===== src/rtl/univ_shift_pkg.sv =====
// ----------------------------------------------------------------------------
// univ_shift_pkg
// Shared definitions for the universal shift/rotate register:
//   - 3-bit operation encodings (MODE_HOLD .. MODE_CLR)
//   - burst FSM state encoding
//   - is_burst_op(): which modes may be repeated by the burst engine
// ----------------------------------------------------------------------------
package univ_shift_pkg;

    localparam logic [2:0] MODE_HOLD = 3'b000;
    localparam logic [2:0] MODE_SHR  = 3'b001;
    localparam logic [2:0] MODE_SHL  = 3'b010;
    localparam logic [2:0] MODE_ROR  = 3'b011;
    localparam logic [2:0] MODE_ROL  = 3'b100;
    localparam logic [2:0] MODE_LOAD = 3'b101;
    localparam logic [2:0] MODE_ASR  = 3'b110;
    localparam logic [2:0] MODE_CLR  = 3'b111;

    typedef enum logic [1:0] {
        ST_IDLE = 2'b00,
        ST_RUN  = 2'b01,
        ST_DONE = 2'b10
    } state_t;

    // Only the shifts and rotates are meaningful to repeat; hold, load and
    // clear give the same result however many times they are applied.
    function automatic logic is_burst_op(input logic [2:0] m);
        return (m == MODE_SHR) || (m == MODE_SHL) || (m == MODE_ROR) ||
               (m == MODE_ROL) || (m == MODE_ASR);
    endfunction

endpackage


===== src/rtl/shift_op_unit.sv =====
// ----------------------------------------------------------------------------
// shift_op_unit
// Purely combinational next-value generator for the shift register.
// Ports:
//   q      in  WIDTH  current register contents
//   op     in  3      operation select (univ_shift_pkg MODE_* encoding)
//   sin    in  1      serial input bit for SHR/SHL
//   d      in  WIDTH  parallel load data
//   nextQ  out WIDTH  register value after applying op once
// ----------------------------------------------------------------------------
module shift_op_unit
    import univ_shift_pkg::*;
#(
    parameter int WIDTH = 8
) (
    input  logic [WIDTH-1:0] q,
    input  logic [2:0]       op,
    input  logic             sin,
    input  logic [WIDTH-1:0] d,
    output logic [WIDTH-1:0] nextQ
);

    // One step of the selected operation; hold is the default so any
    // unlisted encoding leaves the register untouched.
    always_comb begin
        nextQ = q;
        case (op)
            MODE_SHR:  nextQ = {sin, q[WIDTH-1:1]};
            MODE_SHL:  nextQ = {q[WIDTH-2:0], sin};
            MODE_ROR:  nextQ = {q[0], q[WIDTH-1:1]};
            MODE_ROL:  nextQ = {q[WIDTH-2:0], q[WIDTH-1]};
            MODE_LOAD: nextQ = d;
            MODE_ASR:  nextQ = {q[WIDTH-1], q[WIDTH-1:1]};
            MODE_CLR:  nextQ = '0;
            default:   nextQ = q;
        endcase
    end

endmodule


===== src/rtl/univ_shift_reg.sv =====
// ----------------------------------------------------------------------------
// univ_shift_reg
// Universal shift/rotate register with a burst engine that repeats a latched
// shift/rotate operation nshift times and then pulses done.
// Ports:
//   clk       in  1      rising-edge clock
//   reset     in  1      asynchronous, active-low reset
//   en        in  1      clock enable; 0 freezes q and burst progress
//   mode      in  3      operation select (MODE_* encoding)
//   d         in  WIDTH  parallel load data
//   sin       in  1      serial input bit
//   start     in  1      begin a burst of mode, repeated nshift times
//   nshift    in  NSH_W  burst operation count
//   q         out WIDTH  register contents
//   sout_lsb  out 1      q[0]
//   sout_msb  out 1      q[WIDTH-1]
//   busy      out 1      burst in progress (registered)
//   done      out 1      one-cycle burst-complete pulse (registered)
// ----------------------------------------------------------------------------
module univ_shift_reg
    import univ_shift_pkg::*;
#(
    parameter int WIDTH = 8,
    parameter int NSH_W = 4
) (
    input  logic             clk,
    input  logic             reset,
    input  logic             en,
    input  logic [2:0]       mode,
    input  logic [WIDTH-1:0] d,
    input  logic             sin,
    input  logic             start,
    input  logic [NSH_W-1:0] nshift,
    output logic [WIDTH-1:0] q,
    output logic             sout_lsb,
    output logic             sout_msb,
    output logic             busy,
    output logic             done
);

    localparam logic [NSH_W-1:0] CNT_ONE = NSH_W'(1);

    state_t           state;
    state_t           stateNext;
    logic [NSH_W-1:0] cnt;
    logic [NSH_W-1:0] cntNext;
    logic [2:0]       opReg;
    logic [2:0]       opRegNext;
    logic [2:0]       opSel;
    logic [WIDTH-1:0] qNext;
    logic [WIDTH-1:0] opResult;

    // During a burst the latched op drives the datapath so that mode changes
    // on the inputs cannot disturb a running burst.
    always_comb begin
        opSel = mode;
        if (state == ST_RUN) begin
            opSel = opReg;
        end
    end

    shift_op_unit #(
        .WIDTH (WIDTH)
    ) u_op (
        .q     (q),
        .op    (opSel),
        .sin   (sin),
        .d     (d),
        .nextQ (opResult)
    );

    // Next-state logic. In IDLE a start with a repeatable op only latches
    // the op and count; the start cycle itself never shifts. Any other IDLE
    // cycle with en=1 is a manual op. DONE lasts exactly one cycle whatever
    // en does, and q holds there.
    always_comb begin
        stateNext = state;
        cntNext   = cnt;
        opRegNext = opReg;
        qNext     = q;
        case (state)
            ST_IDLE: begin
                if (en) begin
                    if (start && is_burst_op(mode)) begin
                        opRegNext = mode;
                        cntNext   = nshift;
                        stateNext = (nshift != '0) ? ST_RUN : ST_DONE;
                    end else begin
                        qNext = opResult;
                    end
                end
            end
            ST_RUN: begin
                if (en) begin
                    qNext   = opResult;
                    cntNext = cnt - CNT_ONE;
                    if (cnt == CNT_ONE) begin
                        stateNext = ST_DONE;
                    end
                end
            end
            ST_DONE: begin
                stateNext = ST_IDLE;
            end
            default: begin
                stateNext = ST_IDLE;
            end
        endcase
    end

    // All state lives here. busy/done are registered from the next state so
    // they change on the same edge as the FSM and can never overlap.
    always_ff @(posedge clk or negedge reset) begin
        if (!reset) begin
            state <= ST_IDLE;
            cnt   <= '0;
            opReg <= MODE_HOLD;
            q     <= '0;
            busy  <= 1'b0;
            done  <= 1'b0;
        end else begin
            state <= stateNext;
            cnt   <= cntNext;
            opReg <= opRegNext;
            q     <= qNext;
            busy  <= (stateNext == ST_RUN);
            done  <= (stateNext == ST_DONE);
        end
    end

    assign sout_lsb = q[0];
    assign sout_msb = q[WIDTH-1];

endmodule


===== config.mk =====
export PLATFORM = sky130hd
export DESIGN_NAME = univ_shift_reg
export DESIGN_NICKNAME = d
export VERILOG_FILES = /design/src/rtl/univ_shift_pkg.sv /design/src/rtl/shift_op_unit.sv /design/src/rtl/univ_shift_reg.sv
export SDC_FILE = /design/constraint.sdc
export NUM_CORES = 1
export LEC_CHECK = 0
export CAP_MARGIN = 10
export CORE_UTILIZATION = 44
export DETAILED_ROUTE_END_ITERATION = 16
export PLACE_DENSITY = 0.75
export SLEW_MARGIN = 10
export SYNTH_ARGS = -nofsm -noshare
export SYNTH_HDL_FRONTEND = slang
export SYNTH_SLANG_ARGS = --single-unit

===== constraint.sdc =====
create_clock -name clk -period 1.8 [get_ports clk]
set_input_delay 0.45 -clock clk [delete_from_list [all_inputs] [get_ports clk]]
set_output_delay 0.45 -clock clk [all_outputs]
set_load 0.02 [all_outputs]

# Yosys cells after proc, flatten, opt, wreduce, memory -nomap -nowiden
# Cells that the tools add are included.
# word_totals
register_bits,19
out_inout_bits,12
input_bits,20
elab_cells,54
# op_classes
addsub,1
n_reduce_logical,11
n_eq_ne,20
muxes,16
# ops
op,count
$pmux 8 s7,1
$mux 8,3
$eq 3x3->1 const B,6
$pmux 8 s2,1
$eq 3x2->1 const B,4
$mux 4,3
$mux 2,5
$ne 2x2->1 const B,4
$pmux 4 s2,1
$reduce_and 4->1,2
$eq 3x1->1 const B,2
$eq 2x1->1 const B,2
$eq 4x1->1 const B,1
$logic_or 1x1->1,4
$pmux 2 s2,1
$reduce_bool 4->1,1
$sub 4x1->4 const B,1
$mux 3,1
$reduce_and 3->1,1
$eq 2x2->1 const B,1
$logic_not 2->1,1
$reduce_bool 2->1,1
$logic_and 1x1->1,1

# Logic depth before layout (Yosys ltp)
# depth
ltp_word,10
mapped_depth,7
mapped_depth_nobuf,5

# Cells and area by module
# Synthesis repeated with hierarchy kept, for this count alone.
# hier_totals
hier_cells,165
area_unflattened_um2,1508.9
# modules_own_cells
mod,cells_per_inst,area_per_inst_um2,n_inst,seq_area_each_um2
univ_shift_reg,83,1006.0,1,475.5
shift_op_unit,82,503.0,1,0.0

# Least setup slack after synthesis
# OpenSTA, ideal clock, no wires.
# synth_path
path_type,input to register
startpoint,in mode[2]
endpoint,reg q[7]
setup_ns,0.122
n_path_buf,1
t_arrival_ns,1.670
cell_stages,6
required_time_ns,1.678
setup_slack_ns,0.008
path_cell_list,buf_2 nor3_2 o311a_1 a21boi_4 o21ai_0 a32o_1
# synth_between
elab_chain_len,8
word_cells_on_any_way,25
classes_between,13 x eq/ne; 6 x mux; 6 x reduce/logical
# synth_rtl
element,line_no,source
"start, declared",univ_shift_reg.sv:29,"input logic [2:0] mode,"
"parallel branches: the longest is 8 deep, another holds $pmux 8 s7",--,
"end signal, assigned",univ_shift_reg.sv:125,q <= qNext;
"end, declared",univ_shift_reg.sv:34,"output logic [WIDTH-1:0] q,"
# Parallel ways; which one is timed is not known. The select of a mux whose other input is x is not followed.
# A chain may end at the register's enable or synchronous reset.

# Final worst setup path
# layout_path
startpoint,reg state[1]
endpoint,reg q[1]
# layout_between
elab_chain_len,7
word_cells_on_any_way,20
classes_between,11 x eq/ne; 6 x mux; 3 x reduce/logical
# layout_rtl
element,line_no,source
"start, declared",univ_shift_reg.sv:43,state_t state;
"start signal, assigned",univ_shift_reg.sv:122,state <= stateNext;
$eq 2x1->1,"univ_shift_reg.sv:57, univ_shift_reg.sv:81",
$mux 3,univ_shift_reg.sv:57,if (state == ST_RUN) begin
$eq 3x3->1 (tied with other cells),shift_op_unit.sv:27,case (op)
$pmux 8 s7,shift_op_unit.sv:27,
$mux 8,univ_shift_reg.sv:84,if (start && is_burst_op(mode)) begin
$mux 8,univ_shift_reg.sv:83,if (en) begin
$pmux 8 s2,univ_shift_reg.sv:81,case (state)
# Several ways; a longest one is shown, not always the timed one. The select of a mux whose other input is x is not followed.

==> flow_metrics.py <==
metrics = {
    "outcome": {
        "status": "complete, no violations",
    },
    "setup_path": {
        "cp.required_ns": 2.04,
        "cp_max_fo": 13,
        "crit_arrival_ns": 2.01,
        "startpoint_type": "flip-flop",
        "cp-startpoint": "state[1]$_DFF_PN0_",
        "reg2reg_from": "state[1]$_DFF_PN0_",
        "crit_path_end_kind": "flip-flop",
        "worstSetupPathType": "flip-flop to flip-flop",
    },
    "pwr": {
        "power_density_nw_per_um2": 1780,
        "peakVddDrop_v": 0.001381,
        "p_leak_uw": 0.0008719,
    },
    "timing": {
        "finalCriticalPeriod_ns": 1.770,
        "rsz0062_at_grt": "true",
        "finalWorstSetupSlack_ns": 0.02976,
        "post-route-period-util_pct": 98.35,
        "slew_violations": 0,
        "finalSetupViolCount": 0,
        "skew_ns": 0.007322,
        "relSlewSlack_pct": 68.47,
        "hold_viol_final": 0,
        "fmax_mhz": 564.9,
        "worst_slew_pin_slew_ns": 0.4598,
        "finalSetupTns_ns": 0,
    },
    "global_routing": {
        "track_usage_pct": 23.65,
        "grt_pass1_vias": 1272,
        "grt_max_degree": 20,
        "antenna_found_initial": 0,
        "grt.overflow.total": 0,
        "grt_pass1_wl_mm": 5.761,
    },
    "clock_tree": {
        "ctsHoldBuffers": 0,
        "path_clk_slew_ns": 0.12,
        "cts-root-buf": "clkbuf_4",
        "numCtsBuffers": 3,
        "tritoncts": "done",
        "clock_latency_ns": 0.31,
        "cts.htree.levels": 1,
        "cts_sinks": 19,
        "clockBufferDepth": 2,
    },
    "place": {
        "dp_slack_ns": -0.3859,
        "dp.cells": 215,
        "hpwlAfterDp_mm": 2.631,
        "globalplace.congestion": 0.8489,
        "portBuffers": 31,
    },
    "final_layout": {
        "instances_no_fill": 222,
        "nets": 214,
        "diodes": 0,
        "drive_above_1_share_pct": 27.75,
        "layout-area-overhead-vs-synth_pct": 46.19,
    },
    "detailed_routing": {
        "drc": 0,
        "final_antenna_net_count": 0,
        "vias_per_cell": 5.883,
        "drtPass1Iterations": 4,
        "detail_route.wl_per_cell_microns": 16.05,
        "first_iter_violations": 68,
        "vias": 1306,
        "drt_wl_total_mm": 3.564,
    },
    "job": {
        "drv_cap": 0,
    },
    "die": {
        "die-area_sq_um": 3170,
        "start_util_pct": 46.65,
        "ios": 32,
        "core_sq_um": 2781,
        "die_h_microns": 56.31,
        "die_w_microns": 56.31,
        "num_rows": 19,
    },
    "logic_synthesis": {
        "yosys_warnings": 0,
        "postSynthAreaPerCell_sq_um": 9.471,
        "synth_fp_nets": 159,
        "yosysUniqueCellTypes": 40,
        "synthesis.area_sq_um": 1297,
        "ys_ff_latch": 19,
        "ys_seq_area_share_pct": 36.64,
        "synthCells": 137,
    },
    "hold_path": {
        "hp-class": "input port to async pin",
    },
}
## report_power, final
group	switching (uW)	total, uW	internal [uW]
registers	235	867	632
clock network	145	229	83.1
logic	1140	2280	1140
## through the flow
stage | hold slack (ns) | area [sq um] | utilization [%] | total power, uW
global placement | 0.4974 | 1782 | 64.06 | 2903
detailed placement | 0.5119 | 1782 | 64.06 | 2978
global route | 0.5075 | 1897 | 68.20 | 3598
CTS | 0.4742 | 1824 | 65.59 | 3232
floorplan | 0.1544 | 1297 | - | 2227
finish | 0.4703 | 1897 | 68.20 | 3377
## layout by cell type (no fill, tap or decap), types with 6 or more instances in the layout
master / count
a31oi_1: 6
nand2_1: 12
o21ai_0: 8
nor2_1: 21
mux2_2: 6
clkdlybuf4s50_1: 19
a21o_1: 6
a22oi_1: 6
buf_4: 23
dlygate4sd2_1: 10
dfrtp_1: 18
## registers in the layout, indices dropped and copies added (netlist names)
signal and count:
state 2, opReg 3, cnt 4, busy 1, done 1, q 8
## what timing repair did
item	4_1_cts	5_1_grt
gates resized for setup	13	11
hold endpoints to repair	0	0
setup endpoints to repair	16	10
setup buffers	1	2
pin swaps	1	7
## path summary, 6_finish.rpt
path	slack [ns]	cells past startpoint	to
min in group clk	0.53	2	cnt[1]$_DFFE_PN0P_
max in group asynchronous	1.10	2	state[0]$_DFF_PN0_
min reg2reg	0.53	2	cnt[1]$_DFFE_PN0P_
min	0.47	2	q[0]$_DFFE_PN0P_
max	0.03	7	q[1]$_DFFE_PN0P_
max reg2reg	0.03	7	q[1]$_DFFE_PN0P_
## area by class of cell
type,instances,area (sq um)
clock buffers,3,22.52
clock inverters,1,5.005
fillers,232,884.6
inverters,5,18.77
multi-input cells,106,817.0
flip-flops and latches,19,476.7
well taps,31,38.79
repair buffers,57,518.0
## metal layers
layer  GRT usage, %  part of all wire [%]
met1          30.91                    40
met2          37.24                    52
met3          3.226                   5.4
met4          14.29                   2.6
met5              0                     0
## cell usage after synthesis
| cell type | instances | area [sq um] |
|---|---|---|
| a211oi_4 | 1 | 20.02 |
| a21bo_2 | 1 | 10.01 |
| a21boi_4 | 1 | 18.77 |
| a21o_1 | 6 | 45.04 |
| a21oi_1 | 3 | 15.01 |
| a222oi_1 | 1 | 10.01 |
| a22o_1 | 1 | 8.760 |
| a22oi_1 | 8 | 60.06 |
| a31o_2 | 1 | 8.760 |
| a31oi_1 | 6 | 37.54 |
| a31oi_4 | 1 | 21.27 |
| a32o_1 | 1 | 10.01 |
| buf_2 | 1 | 5.000 |
| buf_4 | 3 | 22.52 |
| buf_8 | 1 | 15.01 |
| clkbuf_1 | 2 | 7.510 |
| dfrtp_1 | 19 | 475.5 |
| ha_1 | 2 | 25.02 |
| inv_1 | 5 | 18.77 |
| mux2_2 | 6 | 67.56 |
| mux2_4 | 1 | 15.01 |
| mux2i_1 | 4 | 40.04 |
| mux2i_2 | 1 | 13.76 |
| nand2_1 | 12 | 45.04 |
| nand2b_1 | 1 | 6.260 |
| nor2_1 | 21 | 78.83 |
| nor2b_1 | 1 | 6.260 |
| nor3_1 | 4 | 20.02 |
| nor3_2 | 1 | 10.01 |
| nor3b_1 | 1 | 7.510 |
| nor4_1 | 1 | 6.260 |
| nor4_2 | 1 | 12.51 |
| nor4bb_1 | 3 | 30.03 |
| o21ai_0 | 8 | 40.04 |
| o21bai_1 | 1 | 7.510 |
| o22ai_1 | 2 | 12.51 |
| o311a_1 | 1 | 10.01 |
| xnor2_1 | 1 | 8.760 |
| xnor2_2 | 1 | 16.27 |
| xor2_1 | 1 | 8.760 |
## worst max-delay path, cell delays in order (launching register included)
cell,delay (ns)
dfrtp_1,0.42
nand2b_4,0.16
buf_12,0.15
mux2_4,0.33
a211oi_4,0.23
buf_6,0.16
a22oi_2,0.08
a31oi_1,0.17
## kinds of logic (layout without fill, tap and decap cells)
family | after synthesis | count (layout) | share of synthesized area (%)
AOI/OAI and AO/OA | 43 | 43 | 25.84
xor gates and xnor gates | 3 | 3 | 2.604
adders and majority gates | 2 | 2 | 1.928
buffers and inverters | 12 | 66 | 5.303
DFF | 19 | 19 | 36.64
muxes | 12 | 12 | 10.51
and+or+nand+nor | 46 | 46 | 17.17
No activity file was read; power rests on OpenSTA's default activity.
